[src/rtl/triangle_rasterizer.sv]
// Triangle rasterizer: latches one projected triangle, scans its bounding box one pixel
// per cycle and emits every pixel whose three edge functions agree in sign (either winding).
// Latency valid_in -> first pix_valid is 3 cycles; pix_valid/pix_ready stalls freeze the scan.
//
// Ports:
//   clk, rst                 clock, synchronous active-high reset
//   valid_in, tri_in         triangle input, sampled only while busy_out==0
//   busy_out                 high while a triangle is in flight (SETUP..DONE)
//   pix_valid, pix_ready     pixel handshake
//   pix_x, pix_y             unsigned screen coordinates (vertex + 32)
//   pix_z, pix_color         flat depth and colour of the triangle
//   tri_done                 one-cycle pulse after the last pixel has drained
//   overflow                 sticky: a triangle arrived while busy and was dropped
module triangle_rasterizer #(
  parameter int COORD_W = 6,
  parameter int Z_W     = 9,
  parameter int COLOR_W = 10,
  parameter int TRI_W   = 6*COORD_W + Z_W + COLOR_W
) (
  input  logic               clk,
  input  logic               rst,
  input  logic               valid_in,
  input  logic [TRI_W-1:0]   tri_in,
  output logic               busy_out,
  output logic               pix_valid,
  input  logic               pix_ready,
  output logic [COORD_W-1:0] pix_x,
  output logic [COORD_W-1:0] pix_y,
  output logic [Z_W-1:0]     pix_z,
  output logic [COLOR_W-1:0] pix_color,
  output logic               tri_done,
  output logic               overflow
);

  localparam int DW = COORD_W + 1;      // edge delta width
  localparam int EW = 2*COORD_W + 3;    // edge function width, holds the full product sum

  typedef enum logic [2:0] {S_IDLE, S_SETUP, S_SCAN, S_DRAIN, S_DONE} state_t;

  state_t                    r_state;
  logic [COORD_W-1:0]        r_vx [3];
  logic [COORD_W-1:0]        r_vy [3];
  logic signed [DW-1:0]      r_dx [3];
  logic signed [DW-1:0]      r_dy [3];
  logic [Z_W-1:0]            r_z;
  logic [COLOR_W-1:0]        r_color;
  logic [COORD_W-1:0]        r_xmin, r_xmax, r_ymin, r_ymax;
  logic [COORD_W-1:0]        r_x, r_y;

  logic [COORD_W-1:0]        w_in_x [3];
  logic [COORD_W-1:0]        w_in_y [3];
  logic signed [DW-1:0]      w_dx [3];
  logic signed [DW-1:0]      w_dy [3];
  logic signed [EW-1:0]      w_area;
  logic signed [EW-1:0]      w_e [3];
  logic                      w_all_pos, w_all_neg, w_cov, w_adv;

  function automatic logic [COORD_W-1:0] min3(input logic [COORD_W-1:0] a, b, c);
    logic [COORD_W-1:0] m;
    m = (a < b) ? a : b;
    return (c < m) ? c : m;
  endfunction

  function automatic logic [COORD_W-1:0] max3(input logic [COORD_W-1:0] a, b, c);
    logic [COORD_W-1:0] m;
    m = (a > b) ? a : b;
    return (c > m) ? c : m;
  endfunction

  // E = (px-ax)*dy - (py-ay)*dx, all operands widened to EW so nothing truncates
  function automatic logic signed [EW-1:0] edge_eval(
    input logic [COORD_W-1:0] px, py, ax, ay,
    input logic signed [DW-1:0] dx, dy
  );
    logic signed [EW-1:0] rx, ry, ex, ey;
    rx = $signed({{(EW-COORD_W){1'b0}}, px}) - $signed({{(EW-COORD_W){1'b0}}, ax});
    ry = $signed({{(EW-COORD_W){1'b0}}, py}) - $signed({{(EW-COORD_W){1'b0}}, ay});
    ex = {{(EW-DW){dx[DW-1]}}, dx};
    ey = {{(EW-DW){dy[DW-1]}}, dy};
    return rx*ey - ry*ex;
  endfunction

  // Unpack vertices; adding 32 to a 6-bit two's-complement value is just an MSB flip
  always_comb begin
    for (int i = 0; i < 3; i++) begin
      w_in_x[i] = tri_in[TRI_W-1-(2*i)*COORD_W -: COORD_W];
      w_in_y[i] = tri_in[TRI_W-1-(2*i+1)*COORD_W -: COORD_W];
      w_in_x[i][COORD_W-1] = ~w_in_x[i][COORD_W-1];
      w_in_y[i][COORD_W-1] = ~w_in_y[i][COORD_W-1];
    end
  end

  // Edge i runs from vertex i to vertex (i+1)%3
  always_comb begin
    for (int i = 0; i < 3; i++) begin
      w_dx[i] = $signed({1'b0, r_vx[(i+1)%3]}) - $signed({1'b0, r_vx[i]});
      w_dy[i] = $signed({1'b0, r_vy[(i+1)%3]}) - $signed({1'b0, r_vy[i]});
    end
    w_area = edge_eval(r_vx[2], r_vy[2], r_vx[0], r_vy[0], w_dx[0], w_dy[0]);
  end

  always_comb begin
    for (int i = 0; i < 3; i++) begin
      w_e[i] = edge_eval(r_x, r_y, r_vx[i], r_vy[i], r_dx[i], r_dy[i]);
    end
    w_all_pos = !w_e[0][EW-1] && !w_e[1][EW-1] && !w_e[2][EW-1];
    w_all_neg = (w_e[0][EW-1] || (w_e[0] == '0)) &&
                (w_e[1][EW-1] || (w_e[1] == '0)) &&
                (w_e[2][EW-1] || (w_e[2] == '0));
    w_cov = w_all_pos || w_all_neg;
    // Output slot is free when empty or being consumed this cycle
    w_adv = !pix_valid || pix_ready;
  end

  always_ff @(posedge clk) begin
    if (rst) begin
      r_state   <= S_IDLE;
      busy_out  <= 1'b0;
      pix_valid <= 1'b0;
      pix_x     <= '0;
      pix_y     <= '0;
      pix_z     <= '0;
      pix_color <= '0;
      tri_done  <= 1'b0;
      overflow  <= 1'b0;
      r_x       <= '0;
      r_y       <= '0;
      r_xmin    <= '0;
      r_xmax    <= '0;
      r_ymin    <= '0;
      r_ymax    <= '0;
      r_z       <= '0;
      r_color   <= '0;
      for (int i = 0; i < 3; i++) begin
        r_vx[i] <= '0;
        r_vy[i] <= '0;
        r_dx[i] <= '0;
        r_dy[i] <= '0;
      end
    end else begin
      tri_done <= 1'b0;
      if (valid_in && busy_out) overflow <= 1'b1;

      case (r_state)
        S_IDLE: begin
          if (valid_in) begin
            for (int i = 0; i < 3; i++) begin
              r_vx[i] <= w_in_x[i];
              r_vy[i] <= w_in_y[i];
            end
            r_z      <= tri_in[COLOR_W +: Z_W];
            r_color  <= tri_in[0 +: COLOR_W];
            busy_out <= 1'b1;
            r_state  <= S_SETUP;
          end
        end

        S_SETUP: begin
          for (int i = 0; i < 3; i++) begin
            r_dx[i] <= w_dx[i];
            r_dy[i] <= w_dy[i];
          end
          r_xmin  <= min3(r_vx[0], r_vx[1], r_vx[2]);
          r_xmax  <= max3(r_vx[0], r_vx[1], r_vx[2]);
          r_ymin  <= min3(r_vy[0], r_vy[1], r_vy[2]);
          r_ymax  <= max3(r_vy[0], r_vy[1], r_vy[2]);
          r_x     <= min3(r_vx[0], r_vx[1], r_vx[2]);
          r_y     <= min3(r_vy[0], r_vy[1], r_vy[2]);
          // Zero area covers collinear and single-point triangles alike
          r_state <= (w_area == '0) ? S_DONE : S_SCAN;
        end

        S_SCAN: begin
          if (w_adv) begin
            pix_valid <= w_cov;
            if (w_cov) begin
              pix_x     <= r_x;
              pix_y     <= r_y;
              pix_z     <= r_z;
              pix_color <= r_color;
            end
            if (r_x == r_xmax) begin
              r_x <= r_xmin;
              if (r_y == r_ymax) r_state <= S_DRAIN;
              else               r_y     <= r_y + COORD_W'(1);
            end else begin
              r_x <= r_x + COORD_W'(1);
            end
          end
        end

        S_DRAIN: begin
          if (w_adv) begin
            pix_valid <= 1'b0;
            r_state   <= S_DONE;
          end
        end

        S_DONE: begin
          tri_done <= 1'b1;
          busy_out <= 1'b0;
          r_state  <= S_IDLE;
        end

        default: r_state <= S_IDLE;
      endcase
    end
  end

endmodule

[config.mk]
export PLATFORM = sky130hd
export DESIGN_NAME = triangle_rasterizer
export DESIGN_NICKNAME = d
export VERILOG_FILES = /design/src/rtl/triangle_rasterizer.sv
export SDC_FILE = /design/constraint.sdc
export NUM_CORES = 2
export LEC_CHECK = 0
export ABC_AREA = 1
export BUFFER_PORTS_ARGS = -buffer_cell sky130_fd_sc_hd__buf_4
export CORE_MARGIN = 1.5
export CORE_UTILIZATION = 70
export CTS_CLUSTER_DIAMETER = 100
export DETAILED_ROUTE_END_ITERATION = 8
export PLACE_DENSITY_LB_ADDON = 0.3
export SETUP_SLACK_MARGIN = 0.1
export SYNTH_ARGS = -nofsm -noshare
export SYNTH_HDL_FRONTEND = slang
export SYNTH_SLANG_ARGS = --single-unit
[constraint.sdc]
create_clock -name clk -period 19.5 [get_ports clk]
set_input_delay 1.95 -clock clk [delete_from_list [all_inputs] [get_ports clk]]
set_output_delay 1.95 -clock clk [all_outputs]
set_load 0.1 [all_outputs]
Word-level counts from Yosys, hierarchy flattened
Memories as Yosys holds them, arrays and structs flattened.
Cells that the tools add are included.
{"block": "op_classes", "addsub": 20, "n_mul": 8, "n_mux": 49, "n_reduce_logical": 29, "order_cmp": 8, "n_bitwise": 18, "n_eq_ne": 12}
{"cell": "$mux 6", "n": 19}
{"cell": "$mul 7x7->14", "n": 8}
{"cell": "$sub 6x6->7", "n": 14}
{"cell": "$logic_not 15->1", "n": 4}
{"cell": "$sub 14x14->15", "n": 4}
{"cell": "$mux 7", "n": 6}
{"cell": "$gt 6x6->1", "n": 4}
{"cell": "$lt 6x6->1", "n": 4}
{"cell": "$pmux 6 s2", "n": 2}
{"cell": "$mux 3", "n": 6}
{"cell": "$mux 1", "n": 13}
{"cell": "$add 6x1->6 const B", "n": 2}
{"cell": "$eq 6x6->1", "n": 2}
{"cell": "$ne 2x2->1 const B", "n": 6}
{"cell": "$or 1x1->1", "n": 12}
{"cell": "$pmux 3 s4", "n": 1}
{"cell": "$eq 3x2->1 const B", "n": 2}
{"cell": "$not 1->1", "n": 6}
{"cell": "$reduce_and 2->1", "n": 3}
{"cell": "$reduce_and 3->1", "n": 2}
{"cell": "$reduce_bool 2->1", "n": 3}
{"cell": "$logic_and 1x1->1", "n": 5}
{"cell": "$logic_or 1x1->1", "n": 5}
{"cell": "$reduce_and 5->1", "n": 1}
{"cell": "6 further kinds", "n": 10}
{"block": "word_totals", "input_bits": 59, "elab_cells": 164, "memories": 4, "ff_bits": 87, "ramBits": 78}
{"memory": "r_dx", "words": 3, "width": 7, "rd": 3, "rd_clocked_by_memory_dff": 0, "write_ports": 3, "line": "43", "text": "logic signed [DW-1:0] r_dx [3];"}
{"memory": "r_dy", "words": 3, "width": 7, "rd": 3, "rd_clocked_by_memory_dff": 0, "write_ports": 3, "line": "44", "text": "logic signed [DW-1:0] r_dy [3];"}
{"memory": "r_vx", "words": 3, "width": 6, "rd": 3, "rd_clocked_by_memory_dff": 0, "write_ports": 3, "line": "41", "text": "logic [COORD_W-1:0] r_vx [3];"}
{"memory": "r_vy", "words": 3, "width": 6, "rd": 3, "rd_clocked_by_memory_dff": 0, "write_ports": 3, "line": "42", "text": "logic [COORD_W-1:0] r_vy [3];"}

Longest topological paths before layout
{"block": "depth", "depth_word": 10, "ltp_mapped": 41}

Worst setup path before layout
No wires, ideal clock.
{"block": "synth_timing", "path_kind": "register -> register", "from": "memory r_vx[2][1] (netlist: r_vx[0][13])", "to": "register pix_color[2]", "n_path_buf": 1, "slack_ns": 12.427, "required_time_ns": 19.381, "synth_period_minus_slack_ns": 7.073, "arrival_time_ns": 6.954, "path_stages_with_launch": 36, "setup_ns": 0.119, "path_cell_list": "edfxtp_1 inv_1 fa_1 a21oi_1 o21ai_0 a21o_1 a21oi_1 inv_1 nor2_1 inv_1 fa_1 inv_1 fa_1 inv_1 fa_1 fa_1 inv_1 fa_1 inv_1 fa_1 inv_1 ha_1 inv_1 nor3_1 nand3_1 nand3_1 inv_1 nand2_1 nand2_1 nand2_1 nand3_2 nand2_4 buf_6 nand3_1 nand2_1 nor2_1"}
{"element": "from (decl)", "line": "41"}
{"element": "to (signal assigned)", "line": "180", "text": "pix_color <= r_color;"}
{"element": "to (decl)", "line": "30", "text": "output logic [COLOR_W-1:0] pix_color,"}

==> summary.txt <==
Clocking
  – Post-CTS Setup Repair Bufs: 0
  – Total CTS buffers: 17
  – Maximum clock path buffer count: 2
  – Latest clock arrival within the worst-skew pair: ~0.45 ns
  – Post-CTS Resized: 0
  – CTS tree: done
  – H-tree levels: 4
  – Register clock-pin slew on the reported worst setup and hold paths: 0.08 ns
  – Root buffer selected by CTS: clkbuf_16
  – Sink Count: approximately 170
  – Hold buffer count at CTS: 0

Timing
  – Final Hold Fails: 0
  – Worst slew margin: 23.3%
  – Final setup TNS: 0 ns
  – Skew final: roughly 0.019 ns
  – Pins Over Slew Limit: 0
  – Slew of the pin with the lowest slew margin: about 1.1 ns
  – Tmin final: just under 9 ns
  – Achievable clock frequency: roughly 120 MHz
  – RSZ-0062 raised after global routing: no
  – Final setup violation count: 0
  – Final worst path period share: roughly 45%

Yosys
  – Synth cell count leaders: inv_1 (903), nand2_1 (478), nor2_1 (451), fa_1 (430), ha_1 (324)
  – Synth top area share: between 30% and 40%
  – Syn Nets: 4,286
  – Count leader, synth: inv_1
  – Distinct cells, synth: between 40 and 50
  – Area leader, netlist: fa_1
  – Post-synth ARST share: 0%
  – Seq/Total Area, Yosys: about 15%
  – Yosys reg bits: between 150 and 200
  – Synth warn: 0
  – Synth top area cells: fa_1 (31%), ha_1 (15%), inv_1 (12%)
  – Post-Syn Instances: about 3.5k
  – Top_reg_cell synth: dfxtp_1
  – EDFF count, synth: 78
  – Syn_area_per_cell: around 8 sq um
  – Mapped Area: approximately 0.028 sq mm

Finish
  – # nets final: about 4.4k
  – Area Overhead vs Synth: 6.38%
  – Fill cells: between 2k and 3k
  – Multi-input gate area: 0.0201 sq mm
  – Layout Utilization: between 70% and 80%
  – Proportion of layout cells with a drive suffix above 1: 4.95%
  – Sequential cell area: roughly 0.0041 sq mm
  – Inserted Diodes: 0

Critical path
  – Worst path max stage delay: about 0.64 ns
  – R2r setup slk: around 11 ns
  – Worst R2R Start: r_vx[0][13]
  – Critical path class: reg2reg
  – CP max-delay cell: fa_1
  – Startpoint class of the critical path: flip-flop
  – CP startpoint: r_vx[0][13]
  – CP endpoint kind: flip-flop
  – Crit path top cell by count: inv_1
  – CP arrival: about 9.0 ns
  – Reg2Reg Depth: 35
  – Max FO, Critical Path: 63
  – RR Endpoint: pix_y[3]
  – Data required, critical path: a little under 20 ns

Worst hold path
  – HP Class: reg2reg
  – Hold Path Origin: overflow
  – WHS Endpoint: overflow
  – Hold path depth: 2

Global routing
  – Largest net degree at the start of global routing: between 60 and 70
  – Vias in the first global route: between 20k and 25k
  – Initial antenna violation count: 0
  – GR Overflow Total: 0
  – GR Util All Layers: between 30% and 40%
  – First-pass GRT wire length: 115 mm

Floorplan
  – IO Pins: 94
  – Row Count: 72
  – Core Area: just under 0.04 sq mm
  – DIE AREA: just over 0.04 sq mm
  – Die Y: ~200 microns
  – Starting Density: 71.6%
  – Die X: just over 200 microns

Place
  – Routability congestion estimate: roughly 1
  – DP Wirelength: 60.1 mm
  – Count of buffers from port buffering: 93

Routing
  – DRT Pass-1 Iters: 6
  – DRC: 0
  – Antenna Nets Post-Route: 0
  – Total routed wirelength: a little over 70 mm
  – Avg Vias per Cell: 5.58
  – Drt wl/cell: between 15 and 20 microns
  – Number of DRC markers in iteration 0: between 2k and 2.5k
  – Via count: approximately 23k

Status
  – Outcome: finished, final reports clean

Flow run
  – Max Cap Violations: 0
cell type report:
cell class              count  share of cell area, %
well taps                 518                   2.19
multi-input cells        2352                   67.9
inverters                 906                   11.5
clock buffers              17                   1.44
repair buffers             97                   2.46
clock inverters            15                  0.730
flip-flops and latches    165                   13.8
worst max-delay path: cells and delay by family (launching register included):
family                   cells  cell delay [ns]
flip-flops                   1             0.62
buffers and inverters       10             1.12
adder cells (fa/ha/maj)      8             3.94
AO/OA/AOI/OAI                6             1.14
AND/OR/NAND/NOR             11             1.71
how the worst max path moves through the flow:
| stage | end | slack (ns) |
|---|---|---|
| after detailed placement | pix_z[4] | 10.91 |
| after CTS | pix_y[3] | 10.88 |
| after global routing | pix_y[3] | 10.21 |
| final | pix_y[3] | 10.82 |
| after floorplan | pix_color[2] | 12.43 |
| after global placement | pix_y[0] | 11.16 |
logic make-up after synthesis:
family	Yosys count	share of synthesized area (%)
simple gates	1172	17.3
buf+inv	956	13.1
fa+ha+maj	754	45.4
compound gates	330	6.46
flops	165	14.7
xor+xnor	96	3.02
cells in the final DEF (no fill, tap or decap), drive strengths merged, types with 61 or more instances in the layout:
cell type / synthesis / layout
dfxtp: 87 / 87
nand2: 484 / 484
inv: 905 / 914
fa: 430 / 430
ha: 324 / 324
a21oi: 150 / 150
edfxtp: 78 / 78
buf: 20 / 97
xor2: 61 / 61
nand3: 159 / 159
nor2: 452 / 452
o21ai: 130 / 130
per-stage QoR:
stage / instances / setup slack, ns / area [sq um] / hold WS, ns
floorplan: 3473 / 12.43 / 27900 / 0.449
global placement: 4038 / 11.16 / 29000 / 0.461
detailed placement: 4038 / 10.91 / 29000 / 0.465
CTS: 4070 / 10.88 / 29600 / 0.482
global route: 4070 / 10.21 / 29600 / 0.504
finish: 4070 / 10.82 / 29600 / 0.480
state kept, by name (all words and copies together), names as in the netlist, 9 cells and up:
register,flops
r_z,9
r_dy,21
r_color,10
r_dx,21
r_vy,18
pix_z,9
r_vx,18
pix_color,10
per-layer routing:
| layer | share of wire [%] | global-route usage [%] |
|---|---|---|
| met1 | 42 | 48.9 |
| met2 | 47 | 59.1 |
| met3 | 8.0 | 4.93 |
| met4 | 3.2 | 11.8 |
| met5 | 0 | 0 |
Power is not shown: default switching activity piles up to over one toggle a cycle in this logic, so the estimate is an artifact.
